<file path="src/rtl/xy_seq_pkg.sv">
// Shared types and constants for the x/y symbol sequencer.
// State encoding, symbol values and the target FSM's reset output level.
package xy_seq_pkg;

  typedef enum logic [2:0] {
    IDLE  = 3'd0,
    RST   = 3'd1,
    DRIVE = 3'd2,
    DRAIN = 3'd3,
    RESP  = 3'd4
  } state_t;

  localparam logic [1:0] SYM_00 = 2'b00;
  localparam logic [1:0] SYM_01 = 2'b01;
  localparam logic [1:0] SYM_10 = 2'b10;
  localparam logic [1:0] SYM_11 = 2'b11;

  localparam logic FSM_RESET_Z = 1'b1;

endpackage

</file>
<file path="src/rtl/xy_seq_ctrl.sv">
// Sequencer that resets an external x/y Moore FSM, plays a symbol list into it
// one per clock and returns the captured z-trace on a valid/ready response.
module xy_seq_ctrl
  import xy_seq_pkg::*;
#(
  parameter int MAX_LEN = 8,
  parameter int LEN_W   = $clog2(MAX_LEN + 1)
) (
  input  logic                 clk,
  input  logic                 reset_b,
  input  logic                 cmd_valid,
  output logic                 cmd_ready,
  input  logic [LEN_W-1:0]     cmd_len,
  input  logic [2*MAX_LEN-1:0] cmd_sym,
  output logic                 fsm_rst_b,
  output logic                 fsm_x,
  output logic                 fsm_y,
  input  logic                 fsm_z,
  output logic                 rsp_valid,
  input  logic                 rsp_ready,
  output logic [MAX_LEN-1:0]   rsp_z,
  output logic [LEN_W-1:0]     rsp_len,
  output logic                 rsp_err
);

  localparam logic [LEN_W-1:0] MAX_LEN_L = LEN_W'(MAX_LEN);
  localparam logic [LEN_W-1:0] ONE       = LEN_W'(1);

  state_t                  state_reg, state_next;
  logic [LEN_W-1:0]        idx_reg, idx_next;
  logic [LEN_W-1:0]        len_reg;
  logic [MAX_LEN-1:0][1:0] sym_reg;
  logic [MAX_LEN-1:0]      z_reg;
  logic                    err_reg;
  logic                    ready_reg;
  logic                    valid_reg;
  logic                    rst_b_reg;
  logic [1:0]              xy_reg, xy_next;
  logic [LEN_W-1:0]        cap_sel;
  logic [MAX_LEN-1:0]      cap_mask;
  logic                    cmd_fire;
  logic                    rsp_fire;
  logic                    last_sym;

  // ready_reg is only ever high in IDLE, so it doubles as the state qualifier
  assign cmd_fire = cmd_valid && ready_reg;
  assign rsp_fire = valid_reg && rsp_ready;
  assign last_sym = (idx_reg == len_reg - ONE);

  always_comb begin
    state_next = state_reg;
    idx_next   = idx_reg;
    case (state_reg)
      IDLE: begin
        if (cmd_fire) begin
          state_next = (cmd_len == '0) ? RESP : RST;
        end
      end
      RST: begin
        state_next = DRIVE;
        idx_next   = '0;
      end
      DRIVE: begin
        if (last_sym) begin
          state_next = DRAIN;
        end else begin
          idx_next = idx_reg + ONE;
        end
      end
      DRAIN: begin
        state_next = RESP;
      end
      RESP: begin
        if (rsp_fire) begin
          state_next = IDLE;
        end
      end
      default: begin
        state_next = IDLE;
      end
    endcase
  end

  // Symbol for the coming cycle is looked up from the next index so the
  // registered x/y lines line up with the DRIVE cycle they belong to.
  always_comb begin
    xy_next = SYM_00;
    if (state_next == DRIVE) begin
      for (int i = 0; i < MAX_LEN; i++) begin
        if (idx_next == LEN_W'(i)) begin
          xy_next = sym_reg[i];
        end
      end
    end
  end

  // z seen in DRIVE cycle k belongs to symbol k-1; DRAIN picks up the last one.
  always_comb begin
    cap_sel  = (state_reg == DRAIN) ? idx_reg : idx_reg - ONE;
    cap_mask = '0;
    for (int i = 0; i < MAX_LEN; i++) begin
      cap_mask[i] = (cap_sel == LEN_W'(i));
    end
  end

  always_ff @(posedge clk or negedge reset_b) begin
    if (!reset_b) begin
      state_reg <= IDLE;
      idx_reg   <= '0;
      len_reg   <= '0;
      sym_reg   <= '0;
      z_reg     <= '0;
      err_reg   <= 1'b0;
      ready_reg <= 1'b0;
      valid_reg <= 1'b0;
      rst_b_reg <= 1'b0;
      xy_reg    <= SYM_00;
    end else begin
      state_reg <= state_next;
      idx_reg   <= idx_next;
      ready_reg <= (state_next == IDLE);
      valid_reg <= (state_next == RESP);
      rst_b_reg <= (state_next != RST);
      xy_reg    <= xy_next;
      case (state_reg)
        IDLE: begin
          if (cmd_fire) begin
            sym_reg <= cmd_sym;
            len_reg <= (cmd_len > MAX_LEN_L) ? MAX_LEN_L : cmd_len;
            err_reg <= (cmd_len == '0) || (cmd_len > MAX_LEN_L);
            z_reg   <= '0;
          end
        end
        RST: begin
          z_reg <= '0;
        end
        DRIVE: begin
          if (idx_reg == '0) begin
            if (fsm_z != FSM_RESET_Z) begin
              err_reg <= 1'b1;
            end
          end else begin
            z_reg <= z_reg | (cap_mask & {MAX_LEN{fsm_z}});
          end
        end
        DRAIN: begin
          z_reg <= z_reg | (cap_mask & {MAX_LEN{fsm_z}});
        end
        default: begin
        end
      endcase
    end
  end

  assign cmd_ready = ready_reg;
  assign fsm_rst_b = rst_b_reg;
  assign fsm_x     = xy_reg[1];
  assign fsm_y     = xy_reg[0];
  assign rsp_valid = valid_reg;
  assign rsp_z     = z_reg;
  assign rsp_len   = len_reg;
  assign rsp_err   = err_reg;

endmodule

</file>
<file path="config.mk">
export PLATFORM = sky130hd
export DESIGN_NAME = xy_seq_ctrl
export DESIGN_NICKNAME = d
export VERILOG_FILES = /design/src/rtl/xy_seq_pkg.sv /design/src/rtl/xy_seq_ctrl.sv
export SDC_FILE = /design/constraint.sdc
export NUM_CORES = 1
export LEC_CHECK = 0
export ABC_AREA = 1
export CAP_MARGIN = 20
export CORE_UTILIZATION = 31
export DETAILED_ROUTE_END_ITERATION = 8
export GPL_TIMING_DRIVEN = 1
export HOLD_SLACK_MARGIN = 0.05
export PLACE_DENSITY_LB_ADDON = 0.3
export SLEW_MARGIN = 30
export SYNTH_ARGS = -nofsm -noshare
export SYNTH_HDL_FRONTEND = slang
export SYNTH_SLANG_ARGS = --single-unit
</file>
<file path="constraint.sdc">
create_clock -name clk -period 2 [get_ports clk]
set_clock_uncertainty 0.05 [all_clocks]
set_input_delay 0.4 -clock clk [delete_from_list [all_inputs] [get_ports clk]]
set_output_delay 0.4 -clock clk [all_outputs]
set_load 0.05 [all_outputs]
</file>
==> results of run 1 <==
## worst min path at each step
| stage | endpoint | start |
|---|---|---|
| floorplan | cmd_ready | reset_b |
| global placement | rsp_len[3] | reset_b |
| detailed placement | rsp_len[3] | reset_b |
| CTS | sym_reg[6] | sym_reg[6] |
| global route | sym_reg[1] | sym_reg[1] |
| finish | sym_reg[2] | sym_reg[2] |
## per-layer routing
metal  share of wire (%)  vias to the layer above  routed length [µm]
met5                   0                        -                   0
met4                0.88                        0                  42
met3                 2.8                        6                 136
met2                  52                       34                2500
met1                  44                      899                2110
li1                    -                     1024                   -
## what timing repair did
| action | CTS | global route |
|---|---|---|
| endpoints found under the hold margin | 19 | 0 |
| resized for setup | 5 | 7 |
| hold buffers | 1 | 0 |
| pin swaps | 7 | 5 |
| endpoints found under the setup margin | 2 | 15 |
| setup buffers | 2 | 1 |
## final cells by class
class,count,area (µm²),area share [%]
clock inverters,1,30.03,0.9796
multi-input cells,197,1059,34.53
inverters,33,123.9,4.041
well taps,80,100.1,3.265
repair buffers,71,638.1,20.82
flip-flops and latches,41,1028,33.55
clock buffers,7,86.33,2.816
## cell usage after synthesis, drive strengths merged
| cell | instances | area [µm²] |
|---|---|---|
| nand2 | 99 | 404.1 |
| dfrtp | 41 | 1026 |
| inv | 32 | 120.1 |
| nor2 | 30 | 142.6 |
| nand3 | 21 | 142.6 |
| a21oi | 9 | 56.31 |
| a31oi | 8 | 50.05 |
| o21ai | 8 | 40.04 |
| nor3 | 4 | 20.02 |
| clkbuf | 3 | 11.26 |
| ha | 3 | 37.54 |
| nand4 | 3 | 18.77 |
| or2 | 3 | 18.78 |
| xor2 | 3 | 26.28 |
| and2 | 2 | 12.51 |
| a221o | 1 | 10.01 |
| a221oi | 1 | 8.760 |
| and3 | 1 | 6.260 |
| clkinv | 1 | 3.750 |
| xnor2 | 1 | 8.760 |
## worst max-delay path, cell delays in order, from the launching register on
cell     delay (ns)
dfrtp_2        0.41
inv_2          0.08
ha_4           0.20
or2_1          0.21
nand3_2        0.08
nor2_4         0.06
nand2_4        0.10
nand2_2        0.06
nand2_2        0.08
nand3_4        0.10
a21oi_4        0.16
nand2_1        0.08
or2_0          0.20
nand2_1        0.07
nand3_1        0.07
nand2_1        0.06
inv_1          0.03
## stage by stage
step	util, %	instances	total power [µW]	cell area (µm²)	setup WS, ns
floorplan	-	274	3806	2182	-0.2338
global placement	42.57	418	4673	2877	-0.1771
detailed placement	42.57	418	4725	2877	-0.2042
CTS	44.87	429	5487	3032	-0.1629
global route	45.37	430	6008	3065	-0.3501
finish	45.37	430	5541	3065	-0.1805
## cells by family (layout without fill, tap and decap cells)
logic type | Yosys count | in the layout | share of synthesized area, %
compound gates | 27 | 27 | 7.631
xor+xnor | 4 | 4 | 1.619
fa+ha+maj | 3 | 3 | 1.734
buf+inv | 36 | 112 | 6.243
flops | 41 | 41 | 47.40
simple gates | 163 | 163 | 35.38
## where the power goes
group / internal [µW] / switching (µW)
registers: 1190 / 237
logic: 1310 / 2110
clock network: 407 / 279
==> results.md, run 1 <==
* Largest register FFs at 16
* Share of cells above drive strength 1 at roughly a quarter
* Die Wd at 85.56 µm
* Vias/cell at 4.565
* Worst Path Arrival at 2.32 ns
* CP Data Required Time at 2.14 ns
* Crit end category: flip-flop
* CP Class: flip-flop to flip-flop
* Grt ovf at 0
* Die Y at 85.56 µm
* R2R Path End: xy_reg[1]
* Syn. warnings at 0
* Die area at 0.007321 mm²
* Slew margin rel. at 67.21%
* Violated checks: setup timing
* Final WL at 4789 µm
* Hold path depth at 2
* Most used routing layer: met2
* DRT Pass-1 Iters at 4
* Global-route wire length before repair at 8107 µm
* Reg2Reg Setup Slack at -0.18 ns
* Inserted Diodes at 0
* Post-layout minimum cycle time at 2.181 ns
* Setup TNS at -0.3577 ns
* GR Util met1 at 16.57%
* Met2 global-route usage at 26.11%
* Clock insertion delay at the later pin of the skew report at 0.29 ns
* Antenna violations before repair at 0
* Via count at 1963
* Mapped cell area at 0.002165 mm²
* Worst hold slack at 0.4257 ns
* RSZ-0062 raised after global routing: yes
* H-Tree Depth at 2
* Most frequent cells in the layout: nand2_1 (85), dfrtp_1 (39), clkdlybuf4s50_1 (37)
* I/O Pins at 43
* Worst R2R Path Depth at 16
* DRT antenna net count at 0
* WL/cell at 11.14 µm
* Rows at 30
* Synthesized instance count at around 270
* Syn avg cell area at 7.900 µm²
* Final Hold Violating Endpoints at 0
* Hold Path Class: flip-flop to flip-flop
* CTS Buffer Depth at 2
* Power per cell area at 1808 mW/mm²
* Fill count at 675
* Fmax at ~460 MHz
* Pins Over Slew Limit at 0
* DP HPWL at 3866 µm
* Commonest non-fill, non-tap cell in the layout: nand2_1
* Clock Tree Root: clkbuf_8
* Number of global-route vias before repair at 1854
* Status: complete, but fails checks
* Core area at between 0.006 and 0.007 mm²
* GRT met3 Usage at 2.695%
* CTS Sinks at 41
* Setup-failing EPs final at 2
* Max Cap Viol at 0
* Register area share after synthesis at 47.40%
* Worst r2r src: rsp_len[1]
* Port bufs at 42
* CTS tree: built
* Final Wtd Congestion at around 0.8
* Syn_nets at 302
* Clock transition at path regs at 0.08 ns
* Crit start category: flip-flop
* Distinct cells, synth at 29
* Layout overhead on the synthesized area at 41.62%
* Crit path max fanout at 5
* CTS Buf Count at 5
* GRT Total Usage at between 10% and 20%
* Largest net degree at the start of global routing at 23
* Fin crit share at 109.0%
* Worst Setup EP: xy_reg[1]
* Initial core utilization at 32.04%
* Initial DRC count at 59
* Tightest Pin Transition at 0.4904 ns
* P_leak at roughly 0.0016 µW
* Worst vdd ir at 0.5393 mV
* CP startpoint: rsp_len[1]
* Post-synthesis register bit count at 41
* DRC viols at 0
* Final nets at 377
* Final setup margin at -0.1805 ns
(Power assumes the default switching activity.)
==> run 2: changes to the inputs <==
--- a/config.mk
+++ b/config.mk
@@ -10,8 +10,7 @@
 export CORE_UTILIZATION = 31
 export DETAILED_ROUTE_END_ITERATION = 8
 export GPL_TIMING_DRIVEN = 1
-export HOLD_SLACK_MARGIN = 0.05
-export PLACE_DENSITY_LB_ADDON = 0.3
+export PLACE_DENSITY = 0.52
 export SLEW_MARGIN = 30
 export SYNTH_ARGS = -nofsm -noshare
 export SYNTH_HDL_FRONTEND = slang
==> results.md, run 2 (synthesis gave the netlist of run 1 again) <==
* Post-layout minimum cycle time at 2.175 ns (-0.005874 ns)
* Total power at 5615 µW (+1.3%)
* DP HPWL at 3935 µm (+1.8%)
* Worst vdd ir at 0.5048 mV (-6.4%)
* DRT Pass-1 Iters at 4 (unchanged)
* CTS Buf Count at 5 (unchanged)
* Clock Tree Root: clkbuf_8
* Worst Min Path Start: sym_reg[4]
* CTS Buffer Depth at 2 (unchanged)
* Tightest Pin Transition at 0.4921 ns (+0.001721 ns)
* Reg2Reg Setup Slack at -0.17 ns (about the same)
* Clock transition at path regs at 0.08 ns (about the same)
* Net Sw Frac at 47.34% (-0.051 points)
* Non-filler instance count after layout at 433 (+0.70%)
* H-Tree Depth at 2 (unchanged)
* Final setup margin at -0.1746 ns (+0.005874 ns)
* Largest net degree at the start of global routing at 29 (+26%)
* Worst-case hold path end point: sym_reg[4]
* Inserted Diodes at 0 (unchanged)
* Crit end category: flip-flop
* Crit path max fanout at 5 (unchanged)
* Violated checks: setup timing
* Crit start category: flip-flop
* Clock Power Share at 12.5% (about the same)
* Worst hold slack at 0.4234 ns (-0.002276 ns)
* Antenna violations before repair at 0 (unchanged)
* Setup-failing EPs final at 2 (unchanged)
* Worst r2r src: rsp_len[1]
* GRT Total Usage at 15.36% (+1.3 points)
* Power per cell area at 1821 mW/mm² (+0.72%)
* Global-route wire length before repair at 8797 µm (+8.5%)
* Comb pwr share at 62.0% (+0.2 points)
* Final Hold Violating Endpoints at 0 (unchanged)
* DRT antenna net count at 0 (unchanged)
* Initial DRC count at 80 (+36%)
* P_leak at 0.001564 µW (+0.84%)
* Initial core utilization at 32.04% (unchanged)
* DRC viols at 0 (unchanged)
* Met2 routed WL at 2671 µm (+6.8%)
* Share of cells above drive strength 1 at 26.63% (+2.1 points)
* CP Data Required Time at 2.14 ns (about the same)
* Status: complete, but fails checks
* Commonest non-fill, non-tap cell in the layout: nand2_1
* Vias/cell at 4.589 (+0.52%)
* Fill count at 694 (+2.8%)
* RSZ-0062 raised after global routing: yes
* Die area at 0.007321 mm² (unchanged)
* Top Layer Used: met4
* Fin crit share at 108.7% (-0.29 points)
* Layout overhead on the synthesized area at 42.49%
* Slew margin rel. at 67.09% (-0.12 points)
* Worst Path Arrival at 2.32 ns (about the same)
* Sequential share of power at 25.5% (-0.3 points)
* Hold path depth at 2 (unchanged)
* Routed length on met1 at 2162 µm (+2.5%)
* Most frequent cells in the layout: nand2_1 (84), dfrtp_1 (39), clkdlybuf4s50_1 (37)
* Clock insertion delay at the later pin of the skew report at 0.30 ns (about the same)
* Final nets at 380 (+0.80%)
* Die Y at 85.56 µm (unchanged)
* Worst R2R Path Depth at 16 (unchanged)
* Rows at 30 (unchanged)
* Die Wd at 85.56 µm (unchanged)
* Setup TNS at -0.3437 ns (+0.01392 ns)
* Fmax at 459.8 MHz (+0.27%)
* Final Wtd Congestion at 0.8344 (+4.7%)
* WL/cell at 11.72 µm (+5.3%)
* Net load switching power at 2658 µW (+1.2%)
* Port bufs at 42 (unchanged)
* R2R Path End: xy_reg[1]
* Max Cap Viol at 0 (unchanged)
* Final WL at 5076 µm (+6.0%)
* I/O Pins at 43 (unchanged)
* Core area at 0.006756 mm² (unchanged)
* Grt ovf at 0 (unchanged)
* CP Class: flip-flop to flip-flop
* Post-placement cell count at 420 (+0.48%)
* Pins Over Slew Limit at 0 (unchanged)
* CTS tree: built
* Hold Path Class: flip-flop to flip-flop
* Via count at 1987 (+1.2%)
* Number of global-route vias before repair at 1915 (+3.3%)
* CTS Sinks at 41 (unchanged)
* Pre-CTS setup slack at -0.2118 ns (-0.007559 ns)
* Largest register FFs at 16 (unchanged)
* Met3 routed WL at 190 µm (+40%)
* Internal power at 2957 µW (+1.4%)
## run 2: cell count changes in the layout (fill, tap and decap cells not counted), moves of 2 or more
cell     delta
buf_4       +3
inv_2       +2
a21oi_1     -2
nand2_2     +2
a21oi_2     +2
## run 2: worst max path at each step
| stage | startpoint | to | depth (start not counted) |
|---|---|---|---|
| detailed placement | rsp_len[1] | xy_reg[1] | 18 |
| global route | rsp_len[1] | xy_reg[1] | 21 |
| global placement | rsp_len[1] | xy_reg[1] | 18 |
| floorplan | rsp_len[1] | xy_reg[1] | 16 |
| finish | rsp_len[1] | xy_reg[1] | 16 |
| CTS | rsp_len[1] | xy_reg[1] | 16 |
## run 2: what timing repair did
item | 4_1_cts | 5_1_grt
pin swaps | 7 | 9
hold buffers | 1 | 0
gates resized for setup | 2 | 15
endpoints found under the setup margin | 6 | 11
endpoints found under the hold margin | 13 | 0
buffers inserted | 2 | 2
## run 2: final cells by class
cell class                 instances  area (µm²)  share of cell area [%]
clock inverter                     1       30.03                  0.9736
inverter                          33       123.9                   4.016
tap                               80       100.1                   3.245
sequential                        41        1028                   33.35
timing repair buffer              74       651.9                   21.14
clock buffer                       7       86.33                   2.799
multi-input combinational        197        1064                   34.48
## run 2: stage by stage
stage | util (%) | area (µm²)
final | 45.65 | 3084
after global routing | 45.65 | 3084
after CTS | 44.74 | 3023
after detailed placement | 42.61 | 2879
after global placement | 42.61 | 2879
after floorplan | - | 2182
## run 2: power by group through the flow
stage               sequential (µW)  combinational, µW  clock (µW)
detailed placement             1450               3320           0
global route                   1480               3850         768
finish                         1430               3480         702
global placement               1450               3290           0
floorplan                      1950               1850           0
CTS                            1440               3370         727
## run 2: critical path, cell delays in order, from the launching register on
cell and delay [ns]:
dfrtp_2 0.41, inv_2 0.08, ha_4 0.20, or2_1 0.21, nand3_2 0.08, nor2_4 0.05, nand2_4 0.10, nand2_2 0.06
nand2_2 0.07, nand3_4 0.09, a21oi_4 0.18, nand2_2 0.07, or2_0 0.19, nand2_1 0.06, nand3_1 0.07, nand2_1 0.06
inv_1 0.03
## run 2: metal layers
metal  global-route usage, %  up-vias
met5                       0        -
met4                   4.545        0
met3                   3.080        7
met2                   28.80       43
met1                   17.59      911
li1                        -     1026
